===== src/rtl/fm_guard_fetch.sv =====
`default_nettype none
// ============================================================================
// Module   : fm_guard_fetch
// Purpose  : Consumer end of the FM/guard buffer pair. For every 6-activation
//            group it reads the guard word, fetches only the activations
//            whose guard bit is set, and presents the group to the PE array
//            as a 6-lane vector. Guarded-off lanes are output as zero.
// Revision : 1.0 - initial release
// ----------------------------------------------------------------------------
// Ports
//   clk, rst_n             clock, asynchronous active-low reset
//   start                  one-cycle job start pulse (sampled in IDLE only)
//   base_fm_addr_i         FM address of lane 0 of group 0
//   base_guard_addr_i      guard address of group 0
//   group_num_i            number of groups to fetch (0 = empty job)
//   busy_o / done_o        job in progress / one-cycle completion pulse
//   guard_rd_*             guard buffer read port (1-cycle read latency)
//   fm_rd_*                FM buffer read port (1-cycle read latency)
//   act_o, act_guard_o     activation vector and its guard mask
//   act_valid_o/act_ready_i  valid/ready handshake towards the PE array
// ============================================================================
module fm_guard_fetch #(
  parameter int FM_ADDR_W    = 16,
  parameter int GUARD_ADDR_W = 14
) (
  input  logic                    clk,
  input  logic                    rst_n,
  input  logic                    start,
  input  logic [FM_ADDR_W-1:0]    base_fm_addr_i,
  input  logic [GUARD_ADDR_W-1:0] base_guard_addr_i,
  input  logic [15:0]             group_num_i,
  output logic                    busy_o,
  output logic                    done_o,
  output logic                    guard_rd_en_o,
  output logic [GUARD_ADDR_W-1:0] guard_rd_addr_o,
  input  logic [5:0]              guard_rd_data_i,
  output logic                    fm_rd_en_o,
  output logic [FM_ADDR_W-1:0]    fm_rd_addr_o,
  input  logic [7:0]              fm_rd_data_i,
  output logic [5:0][7:0]         act_o,
  output logic [5:0]              act_guard_o,
  output logic                    act_valid_o,
  input  logic                    act_ready_i
);

  localparam logic [FM_ADDR_W-1:0]    c_FM_STRIDE    = FM_ADDR_W'(6);
  localparam logic [GUARD_ADDR_W-1:0] c_GUARD_STRIDE = GUARD_ADDR_W'(1);

  typedef enum logic [2:0] {
    S_IDLE    = 3'd0,
    S_G_REQ   = 3'd1,
    S_G_WAIT  = 3'd2,
    S_F_RD    = 3'd3,
    S_F_DRAIN = 3'd4,
    S_OUT     = 3'd5,
    S_DONE    = 3'd6
  } state_t;

  state_t                  r_state;
  state_t                  w_state_nxt;

  logic [FM_ADDR_W-1:0]    r_fm_ptr;     // FM address of lane 0, current group
  logic [GUARD_ADDR_W-1:0] r_guard_ptr;  // guard address, current group
  logic [15:0]             r_remain;     // groups still to hand over
  logic [5:0]              r_pending;    // guard bits not yet read from FM
  logic [2:0]              r_tag;        // lane of the single outstanding FM read
  logic                    r_rd_pend;    // an FM read was issued last cycle
  logic [5:0][7:0]         r_act;
  logic [5:0]              r_guard;

  logic [2:0]              w_lane;
  logic [5:0]              w_pending_clr;

  // Lowest set pending bit: scanning downwards lets the lowest index win.
  always_comb begin
    w_lane = 3'd0;
    for (int i = 5; i >= 0; i--) begin
      if (r_pending[i]) begin
        w_lane = 3'(i);
      end
    end
  end

  // Clearing the lowest set bit; zero here means the current read is the last.
  assign w_pending_clr = r_pending & (r_pending - 6'd1);

  // --------------------------------------------------------------------------
  // State register
  // --------------------------------------------------------------------------
  always_ff @(posedge clk or negedge rst_n) begin
    if (!rst_n) begin
      r_state <= S_IDLE;
    end else begin
      r_state <= w_state_nxt;
    end
  end

  // --------------------------------------------------------------------------
  // Next state and strobes
  // --------------------------------------------------------------------------
  always_comb begin
    w_state_nxt   = r_state;
    busy_o        = 1'b0;
    done_o        = 1'b0;
    guard_rd_en_o = 1'b0;
    fm_rd_en_o    = 1'b0;
    act_valid_o   = 1'b0;
    case (r_state)
      S_IDLE: begin
        if (start) begin
          w_state_nxt = (group_num_i != 16'd0) ? S_G_REQ : S_DONE;
        end
      end
      S_G_REQ: begin
        busy_o        = 1'b1;
        guard_rd_en_o = 1'b1;
        w_state_nxt   = S_G_WAIT;
      end
      S_G_WAIT: begin
        busy_o      = 1'b1;
        w_state_nxt = (guard_rd_data_i == 6'd0) ? S_OUT : S_F_RD;
      end
      S_F_RD: begin
        busy_o     = 1'b1;
        fm_rd_en_o = 1'b1;
        if (w_pending_clr == 6'd0) begin
          w_state_nxt = S_F_DRAIN;
        end
      end
      S_F_DRAIN: begin
        busy_o      = 1'b1;
        w_state_nxt = S_OUT;
      end
      S_OUT: begin
        busy_o      = 1'b1;
        act_valid_o = 1'b1;
        if (act_ready_i) begin
          w_state_nxt = (r_remain == 16'd1) ? S_DONE : S_G_REQ;
        end
      end
      S_DONE: begin
        done_o      = 1'b1;
        w_state_nxt = S_IDLE;
      end
      default: begin
        w_state_nxt = S_IDLE;
      end
    endcase
  end

  // --------------------------------------------------------------------------
  // Datapath: pointers, pending mask, lane capture
  // --------------------------------------------------------------------------
  always_ff @(posedge clk or negedge rst_n) begin
    if (!rst_n) begin
      r_fm_ptr    <= '0;
      r_guard_ptr <= '0;
      r_remain    <= '0;
      r_pending   <= '0;
      r_tag       <= '0;
      r_rd_pend   <= 1'b0;
      r_act       <= '0;
      r_guard     <= '0;
    end else begin
      r_rd_pend <= fm_rd_en_o;
      // The byte for the read issued last cycle lands in the tagged lane.
      if (r_rd_pend) begin
        r_act[r_tag] <= fm_rd_data_i;
      end
      case (r_state)
        S_IDLE: begin
          if (start) begin
            r_fm_ptr    <= base_fm_addr_i;
            r_guard_ptr <= base_guard_addr_i;
            r_remain    <= group_num_i;
            r_act       <= '0;
          end
        end
        S_G_WAIT: begin
          r_guard   <= guard_rd_data_i;
          r_pending <= guard_rd_data_i;
          r_act     <= '0;
        end
        S_F_RD: begin
          r_pending <= w_pending_clr;
          r_tag     <= w_lane;
        end
        S_OUT: begin
          if (act_ready_i) begin
            r_remain    <= r_remain - 16'd1;
            r_fm_ptr    <= r_fm_ptr + c_FM_STRIDE;
            r_guard_ptr <= r_guard_ptr + c_GUARD_STRIDE;
          end
        end
        default: begin
        end
      endcase
    end
  end

  assign guard_rd_addr_o = r_guard_ptr;
  assign fm_rd_addr_o    = r_fm_ptr + FM_ADDR_W'(w_lane);
  assign act_o           = r_act;
  assign act_guard_o     = r_guard;

endmodule
`default_nettype wire


===== config.mk =====
export PLATFORM = sky130hd
export DESIGN_NAME = fm_guard_fetch
export DESIGN_NICKNAME = d
export VERILOG_FILES = /design/src/rtl/fm_guard_fetch.sv
export SDC_FILE = /design/constraint.sdc
export NUM_CORES = 1
export LEC_CHECK = 0
export CELL_PAD_IN_SITES_DETAIL_PLACEMENT = 0
export CELL_PAD_IN_SITES_GLOBAL_PLACEMENT = 1
export CORE_ASPECT_RATIO = 0.7
export CORE_MARGIN = 2
export CORE_UTILIZATION = 34
export DETAILED_ROUTE_END_ITERATION = 8
export HOLD_SLACK_MARGIN = 0.08
export PLACE_DENSITY_LB_ADDON = 0.1
export SETUP_SLACK_MARGIN = 0.15
export SLEW_MARGIN = 15
export SYNTH_ARGS = -nofsm -noshare
export SYNTH_HDL_FRONTEND = slang
export SYNTH_SLANG_ARGS = --single-unit
export TNS_END_PERCENT = 30

===== constraint.sdc =====
create_clock -name clk -period 5.54 [get_ports clk]
set_clock_uncertainty 0.15 [all_clocks]
set_input_delay 1.108 -clock clk [delete_from_list [all_inputs] [get_ports clk]]
set_output_delay 1.108 -clock clk [all_outputs]
set_load 0.02 [all_outputs]

==> impl_results.md <==
* Status: finished, final reports clean
* Minimum period implied by the final worst setup slack at 4.74 ns
* TritonCTS Sinks at 113
* Most used routing layer in global routing: met1
* Number of I/O pins at 153
* Yosys reg bits at 113
* Setup TNS Final at 0 ns
* Count of instances resized after the clock tree is built at 0
* Chip height at 115 µm
* Start-to-end type of the worst setup path: register to output port
* Clock transition at the registers of the reported paths at 0.06 ns
* DRC at 0
* Number of standard cells after synthesis at 708
* Hold buffer count at CTS at 0
* Tightest slew margin relative to the limit at 32.7%
* Met1 Track Usage GR at 30.7%
* Number of buffers added by the clock tree synthesis step at 17
* Required time reported for the critical path endpoint at 4.28 ns
* Count of synthesis-stage warnings from yosys at 0
* Number of vias after detailed routing at 5,699
* Pin count of the biggest net entering global routing at 75
* Average cell area after synthesis at 8.43 µm²
* Worst R2R End: r_fm_ptr[9]
* Final weighted congestion in routability-driven placement at 0.793
* Initial cell density of the core at 34.8%
* Core ar. at 17,200 µm²
* Fraction of met3 tracks used by global routing at 5.45%
* Max Freq at 0.211 GHz
* Reg2reg start: r_state[2]
* Worst r2r path cells at 6
* Standby leakage power at 3.31 nW
* Row count at 40
* Type of element capturing the critical path: output port
* Clock tree from TritonCTS: yes
* Startpoint kind of the worst setup timing path: register
* Wire length of the first global-routing pass at 29,800 µm
* Maximum fanout along the worst path at 8
* Level count of the clock H-tree at 4
* Root Buffer Master: sky130_fd_sc_hd__clkbuf_16
* Endpoints failing hold at 0
* Number of nets produced by synthesis at 780
* Number of global-route vias before repair at 5,486
* Most common cell after layout, fill and taps aside: sky130_fd_sc_hd__clkdlybuf4s50_1
* Gr usage total at 20.5%
* Max-cap viol count at 0
* Worst hold path class: register to register
* Worst reg2reg setup slack at 3.01 ns
* Power per unit of standard cell area at 588 nW/µm²
* Share of final-layout standard cells stronger than drive strength 1 at 6.78%
* Layout overhead on the synthesized area at 39.2%
* Crit path DAT at 3.48 ns
* Maximum resistive drop on vdd at 297 µV
* Commonest cells after routing, fill and taps aside: 151 x sky130_fd_sc_hd__clkdlybuf4s50_1, 149 x sky130_fd_sc_hd__nand2_1, 113 x sky130_fd_sc_hd__dfrtp_1
* Number of setup buffers added after CTS at 0
* Number of nets with antenna violations after routing at 0
* Startpoint of the worst setup timing path: r_pending[0]
* Total Wirelength at 18,500 µm
* Bufs on Longest Clock Path at 2
* Max-slew violations at 0
* Number of buffers added on ports at 152
* Netlist cell types at 59
* DRT Pass-1 Iters at 5
* Clock latency of the later-clocked register in the worst-skew pair at 0.42 ns
* Antenna violations before repair at 0
* Instance area at placement at 7670 µm²
* Residual overflow from global routing at 0
* Total non-filler cell area in the finished layout at 8310 µm²
* FFs w/ async S/R, synth at 100%
* EDFF count, synth at 0
* Flip-flop cell with the highest count after synthesis: sky130_fd_sc_hd__dfrtp_1
* Unrepaired setup endpoints after global routing: no
* Portion of the post-synthesis area used by sequential elements at 47.4%
* Number of DRC markers after the initial detailed-route iteration at 414
* Post-detailed-route via-to-cell ratio at 5.24
* End of the critical path: fm_rd_addr_o[13]
* DP Wirelength at 12,900 µm
* Nets@finish at 915
* Met2 capacity usage during global routing at 28.9%
* Final worst-path cycle share at 85.5%
* Tightest Pin Transition at 1.00 ns
* Finished Core Util at 48.4%
* Die boundary width at 162 µm
* Die outline area at 18,600 µm²
* Setup violators final at 0
* Routed wirelength normalized by instance count at 17.0 µm
* Post-synthesis instance area at 5970 µm²
-- cells in the mapped netlist, types with 7 or more instances --
cell                       number  area share [%]
sky130_fd_sc_hd__clkbuf_1      35             2.2
sky130_fd_sc_hd__inv_1         13            0.82
sky130_fd_sc_hd__o21ai_0       48             4.0
sky130_fd_sc_hd__nand2_1      149             9.4
sky130_fd_sc_hd__nand3_1       22             1.8
sky130_fd_sc_hd__ha_1           7             1.5
sky130_fd_sc_hd__a22o_1        12             1.8
sky130_fd_sc_hd__a21oi_1      103             8.6
sky130_fd_sc_hd__nor2_1        51             3.2
sky130_fd_sc_hd__nor3_1        18             1.5
sky130_fd_sc_hd__dfrtp_1      113              47
sky130_fd_sc_hd__o22ai_1       11             1.2
sky130_fd_sc_hd__nor4_1         9            0.94
sky130_fd_sc_hd__xnor2_1        8             1.2
sky130_fd_sc_hd__mux2_2         8             1.5
-- through the flow --
| stage | hold WS [ns] | worst slack (ns) | cells | power (W) |
|---|---|---|---|---|
| after global routing | 0.373 | 0.521 | 1087 | 0.00523 |
| after CTS | 0.347 | 0.776 | 1087 | 0.00493 |
| final | 0.341 | 0.804 | 1088 | 0.00488 |
| after detailed placement | 0.329 | 1.25 | 1055 | 0.00369 |
| after floorplan | 0.308 | 2.03 | 708 | 0.00277 |
| after global placement | 0.330 | 1.36 | 1055 | 0.00365 |
-- layer usage --
| layer | wire length (µm) | vias to the layer above |
|---|---|---|
| li1 | - | 2792 |
| met1 | 9460 | 2737 |
| met2 | 7730 | 160 |
| met3 | 1190 | 10 |
| met4 | 112 | 0 |
| met5 | 0 | - |
-- cells by family after synthesis --
family / count (synthesis) / share of synthesized area (%)
fa+ha+maj: 8 / 1.80
flops: 113 / 47.4
buf+inv: 57 / 3.77
compound gates: 223 / 22.5
xor+xnor: 14 / 2.05
simple gates: 284 / 20.8
mux: 9 / 1.68
-- worst max-delay path, stage by stage, from the launching register on --
cell and delay [ns]:
sky130_fd_sc_hd__dfrtp_1 0.46, sky130_fd_sc_hd__nor3_1 0.35, sky130_fd_sc_hd__nand2b_1 0.16, sky130_fd_sc_hd__nor2_1 0.22
sky130_fd_sc_hd__ha_1 0.30, sky130_fd_sc_hd__a21oi_1 0.49, sky130_fd_sc_hd__nand2b_1 0.24, sky130_fd_sc_hd__nor2_1 0.06
sky130_fd_sc_hd__xor2_1 0.15, sky130_fd_sc_hd__clkdlybuf4s50_1 0.62
-- worst min-delay path by stage --
stage | startpoint | endpoint | slack [ns] | depth (start not counted)
floorplan | r_remain[6] | r_remain[6] | 0.31 | 1
global placement | r_remain[8] | r_remain[8] | 0.33 | 1
detailed placement | r_remain[6] | r_remain[6] | 0.33 | 1
CTS | r_remain[6] | r_remain[6] | 0.35 | 1
global route | r_remain[6] | r_remain[6] | 0.37 | 1
finish | r_remain[6] | r_remain[6] | 0.34 | 1
-- cell type report --
class | instances | area [µm²]
diodes | 1 | 2.50
clock buffers | 18 | 439
clock inverters | 14 | 201
fillers | 1652 | 8860
inverters | 14 | 52.6
multi-input cells | 538 | 2930
flip-flops and latches | 113 | 2830
well taps | 231 | 289
repair buffers | 159 | 1570
-- sequential cells by signal, indices dropped and copies added, names as in the netlist --
| name | flops |
|---|---|
| act_o | 48 |
| r_fm_ptr | 16 |
| r_remain | 16 |
| guard_rd_addr_o | 14 |
| act_guard_o | 6 |
| r_pending | 6 |
| r_state | 3 |
| r_tag | 3 |
| r_rd_pend | 1 |
-- power by group --
part | leakage (nW) | total, W | switching (W) | internal (W)
clock network | 0.308 | 0.00120 | 0.000431 | 0.000772
logic | 1.56 | 0.00220 | 0.00124 | 0.000964
registers | 1.44 | 0.00147 | 0.000352 | 0.00112
total | 3.31 | 0.00488 | 0.00202 | 0.00286
No activity file was read; power rests on OpenSTA's default activity.
